--- config.mk ---
export PLATFORM = sky130hd
export DESIGN_NAME = lc3_decode_stage
export DESIGN_NICKNAME = d
export VERILOG_FILES = /design/src/rtl/lc3_decode_stage.sv
export SDC_FILE = /design/constraint.sdc
export NUM_CORES = 1
export LEC_CHECK = 0
export CORE_AREA = 2 2 66 68
export CTS_CLUSTER_DIAMETER = 50
export DETAILED_ROUTE_END_ITERATION = 10
export DIE_AREA = 0 0 68 70
export PLACE_DENSITY_LB_ADDON = 0.25
export SYNTH_ARGS = -nofsm -noshare
export SYNTH_HDL_FRONTEND = slang
export SYNTH_SLANG_ARGS = --single-unit
--- constraint.sdc ---
create_clock -name clock -period 1.31 [get_ports clock]
set_input_delay 0.262 -clock clock [delete_from_list [all_inputs] [get_ports clock]]
set_output_delay 0.262 -clock clock [all_outputs]
set_load 0.005 [all_outputs]
--- src/rtl/lc3_decode_stage.sv ---
// LC-3 Decode stage: registers the fetched instruction and its next-PC and
// decodes the Execute / Memory / Writeback control words on the same edge.
module lc3_decode_stage #(
  parameter logic [15:0] RESET_IR  = 16'h0000,
  parameter logic [15:0] RESET_NPC = 16'h0000
) (
  input  logic        clock,
  input  logic        reset,
  input  logic        enable_decode,
  input  logic [15:0] dout,
  input  logic [15:0] npc_in,
  output logic [15:0] IR,
  output logic [15:0] npc_out,
  output logic [5:0]  E_control,
  output logic [1:0]  W_control,
  output logic        Mem_control
);

  typedef enum logic [3:0] {
    OP_BR   = 4'b0000,
    OP_ADD  = 4'b0001,
    OP_LD   = 4'b0010,
    OP_ST   = 4'b0011,
    OP_JSR  = 4'b0100,
    OP_AND  = 4'b0101,
    OP_LDR  = 4'b0110,
    OP_STR  = 4'b0111,
    OP_RTI  = 4'b1000,
    OP_NOT  = 4'b1001,
    OP_LDI  = 4'b1010,
    OP_STI  = 4'b1011,
    OP_JMP  = 4'b1100,
    OP_RES  = 4'b1101,
    OP_LEA  = 4'b1110,
    OP_TRAP = 4'b1111
  } opcode_t;

  typedef enum logic [1:0] {
    ALU_ADD = 2'b00,
    ALU_AND = 2'b01,
    ALU_NOT = 2'b10
  } alu_t;

  typedef enum logic [1:0] {
    PCS1_OFF11 = 2'b00,
    PCS1_OFF9  = 2'b01,
    PCS1_OFF6  = 2'b10,
    PCS1_ZERO  = 2'b11
  } pcs1_t;

  typedef enum logic [1:0] {
    WB_ALU = 2'b00,
    WB_PC  = 2'b01,
    WB_MEM = 2'b10
  } wsel_t;

  opcode_t op;
  alu_t    alu;
  pcs1_t   pcs1;
  logic    pcs2;
  logic    op2;
  wsel_t   wsel;
  logic    mem_ind;

  assign op = opcode_t'(dout[15:12]);

  // Decode looks at the incoming word so controls land with the same IR.
  always_comb begin
    alu     = ALU_ADD;
    pcs1    = PCS1_OFF11;
    pcs2    = 1'b0;
    op2     = 1'b0;
    wsel    = WB_ALU;
    mem_ind = 1'b0;
    case (op)
      OP_ADD: op2 = ~dout[5];
      OP_AND: begin
        alu = ALU_AND;
        op2 = ~dout[5];
      end
      OP_NOT: begin
        alu = ALU_NOT;
        op2 = 1'b1;
      end
      OP_BR, OP_ST: begin
        pcs1 = PCS1_OFF9;
        pcs2 = 1'b1;
      end
      OP_JMP: pcs1 = PCS1_ZERO;
      OP_LD: begin
        pcs1 = PCS1_OFF9;
        pcs2 = 1'b1;
        wsel = WB_MEM;
      end
      OP_LDR: begin
        pcs1 = PCS1_OFF6;
        wsel = WB_MEM;
      end
      OP_LDI: begin
        pcs1    = PCS1_OFF9;
        pcs2    = 1'b1;
        wsel    = WB_MEM;
        mem_ind = 1'b1;
      end
      OP_LEA: begin
        pcs1 = PCS1_OFF9;
        pcs2 = 1'b1;
        wsel = WB_PC;
      end
      OP_STR: pcs1 = PCS1_OFF6;
      OP_STI: begin
        pcs1    = PCS1_OFF9;
        pcs2    = 1'b1;
        mem_ind = 1'b1;
      end
      default: ;
    endcase
  end

  always_ff @(posedge clock) begin
    if (reset) begin
      IR          <= RESET_IR;
      npc_out     <= RESET_NPC;
      E_control   <= '0;
      W_control   <= '0;
      Mem_control <= 1'b0;
    end else if (enable_decode) begin
      IR          <= dout;
      npc_out     <= npc_in;
      E_control   <= {alu, pcs1, pcs2, op2};
      W_control   <= wsel;
      Mem_control <= mem_ind;
    end
  end

endmodule

==> metrics.md, run 1 <==
| Metric | Value |
|---|---|
| Met1 GRT Util | 20.8% |
| Area Overhead vs Synth | 63.3% |
| Starting density of the core | 36.6% |
| Pwr Density | 1130 nW/µm² |
| Critical Path Sink Type | flip-flop |
| # diodes | 0 |
| Crit path max-delay cell type | clkdlybuf4s50_1 |
| Site row count | 24 |
| Buf/Inv on CP | 2 |
| Worst Setup Path Type | input port to flip-flop |
| Final wirelength | 3.61 mm |
| Routed WL per cell | 12.5 µm |
| Skew-Pair Late Insertion Delay | 0.28 ns |
| Final Setup Violations | 0 |
| Initial antenna violation count | 0 |
| RSZ-0062 raised after global routing | no |
| Fmax | 0.798 GHz |
| Fin area | 2470 µm² |
| CP arrival | 1.46 ns |
| First-pass GRT wire length | 5.74 mm |
| DRC Markers | 0 |
| Slew Viols, Final | 0 |
| Util after Layout | 59.7% |
| Worst Tran Pin Value | 0.341 ns |
| IO Pins | 76 |
| H-tree levels | 2 |
| CTS tree | built |
| CP Data Required Time | 1.51 ns |
| Synth cell types | 24 |
| Delay-heaviest family, CP | buffers and inverters |
| Vias in the first global route | 1204 |
| Run status | finished clean |
| DRT Pass-1 Iters | 4 |
| Crit-path max cell delay | 0.55 ns |
| Placed Area | 2400 µm² |
| Multi-input gate area | 632 µm² |
| GRT Util Overall | 16.0% |
| Pin count of the biggest net entering global routing | 22 |
| Synth top area cells | dfxtp_1 54%, mux2i_1 21%, nor2_1 8.7% |
| Met3 usage | 6.92% |
| Die area | 4760 µm² |
| Setup Total Neg Slack | 0 ns |
| Clock slew at reported path FFs | 0.07 ns |
| Max_slew headroom | 77.1% |
| Num CTS Buffers | 5 |
| Max VDD drop | 0.650 mV |
| Max Cap Viol | 0 |
| Die height | 70 µm |
| Share of the synthesized area in the top cell type | 54.2% |
| Via density | 4.52 |
| Number of buffers inserted by hold repair at cts | 0 |
| Setup crit start kind | input port |
| Antenna Nets Post-Route | 0 |
| Die boundary width | 68 µm |
| Post-Syn Nets | 181 |
| Setup Skew | 0 ns |
| Static Leak | 1.22 nW |
| GRT busiest layer | met2 |
| FF/Latch Area | 830 µm² |
| Remaining global-route overflow | 0 |
| Layout cell share with drive strength beyond 1 | 14.4% |
| Fin nets | 270 |
| DP Wirelength | 2.65 mm |
| Min-Delay Path Class | input port to flip-flop |
| Cell Area, Synth | 1520 µm² |
| Met2 Track Usage GR | 23.9% |
| I/O Buffers | 75 |
| Maximum fanout along the worst path | 4 |
| Endpoints failing hold | 0 |
| Avg Inst Size Synth | 10.4 µm² |
| Vias | 1303 |
| Sequential-to-total area share from yosys stat | 54.2% |
| Fin worst setup slack | 0.0567 ns |
| Area of the core | 4140 µm² |
| Root Buffer | clkbuf_8 |
| Cell taking the most area after synthesis | dfxtp_1 |
| Crit-path cells | clkdlybuf4s50_1 -> inv_2 -> or3_1 -> a311oi_2 |
| Clk sinks | 41 |
| Tmin final | 1.25 ns |
| Power Total | 2.78 mW |
| Number of setup buffers added after CTS | 0 |
| Total of warnings raised by yosys | 0 |
| #FFs+latches synth | 41 |
| Fillers | 385 |
| Post-synthesis cell count | 146 |
| Clk buf depth | 2 |
| DR iter-0 viols | 74 |
| Worst slack, placed | -0.229 ns |
| Routability cong. | 0.777 |
| Fin crit share | 95.7% |
area by class of cell:
cell class              instances  share of cell area [%]
clock inverters                 1                    1.21
well taps                      52                    2.63
clock buffers                   7                    3.49
inverters                       1                   0.152
multi-input cells              95                    25.5
flip-flops and latches         41                    33.5
repair buffers                 91                    33.4
per-stage QoR:
step	instances	hold slack [ns]
6_report	288	0.340
5_1_grt	288	0.351
4_1_cts	288	0.332
3_5_place_dp	280	0.460
3_3_place_gp	280	0.460
2_1_floorplan	146	0.409
worst register-to-register path: stages, from the launching register on:
cell and delay (ns):
dfxtp_1 0.33, nor2_1 0.04, a311oi_1 0.22
final timing paths:
path,start,cells after the start,slack [ns],end
worst min-delay path,enable_decode,3,0.34,Mem_control
worst max-delay path,dout[15],4,0.06,E_control[3]
worst min register to register,E_control[0],1,0.47,E_control[0]
worst max register to register,E_control[1],2,0.63,E_control[1]
synthesized netlist by cell type:
cell / n
dfxtp_1: 41
nor2_1: 35
mux2i_1: 32
nand2_1: 5
a21oi_1: 4
nand2b_1: 4
buf_4: 3
clkbuf_1: 3
buf_2: 2
nand3_1: 2
nor2b_1: 2
a211oi_1: 1
a22o_1: 1
a311oi_1: 1
a311oi_2: 1
a32o_1: 1
a32o_2: 1
buf_8: 1
inv_2: 1
nand4_1: 1
nor3_1: 1
o21a_1: 1
o21bai_1: 1
or3_1: 1
metal layers:
layer | up-vias | part of all wire, % | wire, µm
met5 | - | 0 | 0
met4 | 0 | 0.78 | 28
li1 | 674 | - | -
met1 | 575 | 46 | 1680
met3 | 4 | 9.2 | 333
met2 | 50 | 44 | 1570
where the power goes:
group / total [mW] / switching [mW] / internal (mW) / leakage, nW
logic: 0.414 / 0.160 / 0.255 / 0.823
registers: 1.35 / 0.0303 / 1.32 / 0.340
clock network: 1.02 / 0.403 / 0.621 / 0.0585
total: 2.78 / 0.593 / 2.19 / 1.22
repair_timing:
action | in CTS | in global routing
gates resized for setup | 48 | 0
endpoints found under the hold margin | 0 | 0
setup endpoints to repair | 41 | 0
cell families after synthesis:
| logic type | Yosys count | synth area share (%) |
|---|---|---|
| AOI/OAI and AO/OA | 12 | 6.36 |
| buffers and inverters | 10 | 4.13 |
| DFF | 41 | 54.2 |
| muxes | 32 | 21.1 |
| and+or+nand+nor | 51 | 14.2 |
sequential cells by signal, indices dropped and copies added (netlist names):
name         flops
IR              16
W_control        2
E_control        6
Mem_control      1
npc_out         16
layout by cell type, fill, tap and decap left out, types with 2 or more instances in the layout:
| cell | n |
|---|---|
| dlygate4sd2_1 | 41 |
| nor2_1 | 35 |
| dfxtp_1 | 34 |
| clkdlybuf4s50_1 | 33 |
| mux2i_1 | 32 |
| buf_4 | 15 |
| dfxtp_2 | 7 |
| clkbuf_8 | 6 |
| nand2_1 | 5 |
| nand2b_1 | 4 |
| a21oi_1 | 4 |
| nor2b_1 | 2 |
| nand3_1 | 2 |
Note: power is estimated with default switching activity, not from simulation.
==> inputs of run 2 (changes only) <==
==> constraint.sdc (replaced) <==
create_clock -name clock -period 1.31 [get_ports clock]
set_input_delay 0.131 -clock clock [delete_from_list [all_inputs] [get_ports clock]]
set_output_delay 0.131 -clock clock [all_outputs]
set_load 0.005 [all_outputs]
==> metrics.md, run 2 (synthesis results as in run 1) <==
| Metric | Value |
|---|---|
| Number of setup buffers added after CTS | 0 |
| Vias in the first global route | 1338 |
| Crit-path cells | clkdlybuf4s50_1 |
| Die area | 4760 µm² |
| Antenna Nets Post-Route | 0 |
| Die height | 70 µm |
| Met2 Track Usage GR | 26.1% |
| Pin count of the biggest net entering global routing | 20 |
| Num CTS Buffers | 5 |
| CTS tree | built |
| Fmax | 0.793 GHz |
| Setup Total Neg Slack | 0 ns |
| First-pass GRT wire length | 6.04 mm |
| Static Leak | 1.26 nW |
| Initial antenna violation count | 0 |
| DRT Pass-1 Iters | 4 |
| DRC Markers | 0 |
| Layout cell share with drive strength beyond 1 | 13.2% |
| Run status | finished clean |
| Skew-Pair Late Insertion Delay | 0.28 ns |
| Area of the core | 4140 µm² |
| Area Overhead vs Synth | 67.3% |
| Final Setup Violations | 0 |
| CP arrival | 1.13 ns |
| Die boundary width | 68 µm |
| FF/Latch Area | 827 µm² |
| Slew Viols, Final | 0 |
| IO Pins | 76 |
| Worst Tran Pin Value | 0.340 ns |
| Most common cell after layout, fill and taps aside | clkdlybuf4s50_1 |
| Delay-heaviest family, CP | buffers and inverters |
| Worst Setup Path Type | flip-flop to output pin |
| Commonest non-fill, non-tap cells in the layout | 61 x clkdlybuf4s50_1, 36 x dfxtp_1, 35 x nor2_1 |
| Via density | 4.57 |
| Endpoints failing hold | 0 |
| Site row count | 24 |
| Fillers | 391 |
| Crit-path max cell delay | 0.51 ns |
| Multi-input gate area | 632 µm² |
| Clk sinks | 41 |
| Buf/Inv on CP | 1 |
| Clk buf depth | 2 |
| Setup crit start kind | flip-flop |
| CP Data Required Time | 1.18 ns |
| Final wirelength | 3.55 mm |
| Vias | 1313 |
| Critical Path Sink Type | output pin |
| DP Wirelength | 2.64 mm |
| Max_slew headroom | 77.2% |
| Fin crit share | 96.3% |
| Routed WL per cell | 12.4 µm |
| Smallest hold slack | 0.255 ns |
| Starting density of the core | 36.6% |
| Clock slew at reported path FFs | 0.07 ns |
| Crit path max-delay cell type | clkdlybuf4s50_1 |
| GRT Util Overall | 16.8% |
| RSZ-0062 raised after global routing | no |
| Tmin final | 1.26 ns |
| Max Cap Viol | 0 |
| Root Buffer | clkbuf_8 |
| Setup Skew | 0 ns |
| Largest registers | IR (16), npc_out (16), E_control (6) |
| # diodes | 0 |
| Remaining global-route overflow | 0 |
| Met1 GRT Util | 20.0% |
| Min-Delay Path Class | input port to flip-flop |
| Maximum fanout along the worst path | 2 |
| GRT busiest layer | met2 |
| Routability cong. | 0.748 |
| H-tree levels | 2 |
| DR iter-0 viols | 57 |
| Fin nets | 269 |
| Met3 usage | 7.89% |
| Pwr Density | 1110 nW/µm² |
| I/O Buffers | 75 |
| Max VDD drop | 0.555 mV |
## run 2: per-layer routing
metal  share of wire [%]  up-vias  wire length (µm)
li1                    -      670                 -
met1                  46      594              1620
met2                  45       45              1600
met3                 8.2        4               290
met4                 1.2        0                44
met5                   0        -                 0
## run 2: where the power goes
| group | switching [mW] | total [mW] | internal (mW) |
|---|---|---|---|
| combinational | 0.157 | 0.445 | 0.288 |
| sequential | 0.0323 | 1.35 | 1.32 |
| clock | 0.398 | 1.02 | 0.621 |
| total | 0.587 | 2.81 | 2.22 |
## run 2: per-stage QoR
stage | instances | area, µm² | utilization, % | setup slack, ns | power, mW
4_1_cts | 287 | 2500 | 60.2 | 0.0226 | 2.86
2_1_floorplan | 146 | 1520 | - | 0.425 | 1.54
3_5_place_dp | 279 | 2380 | 57.4 | -0.103 | 1.83
6_report | 287 | 2530 | 61.2 | 0.0487 | 2.81
3_3_place_gp | 279 | 2380 | 57.4 | -0.0869 | 1.83
5_1_grt | 287 | 2530 | 61.2 | 0.00127 | 2.97
## run 2: area by class of cell
type | count | area share, %
Sequential cell | 41 | 32.6
Inverter | 1 | 0.148
Timing Repair Buffer | 90 | 35.1
Clock inverter | 1 | 1.18
Multi-Input combinational cell | 95 | 24.9
Tap cell | 52 | 2.57
Clock buffer | 7 | 3.41
## run 2: final timing paths
path | startpoint | endpoint | slack, ns | cells after the start
worst max-delay path | E_control[5] | E_control[5] | 0.05 | 1
worst min-delay path | enable_decode | E_control[3] | 0.26 | 2
worst max register to register | E_control[1] | E_control[1] | 0.64 | 2
worst min register to register | E_control[4] | E_control[4] | 0.47 | 1
## run 2: what timing repair did
item / CTS / global route
resized for setup: 0 / 18
endpoints found under the setup margin: 0 / 18
hold buffers: 0 / 0
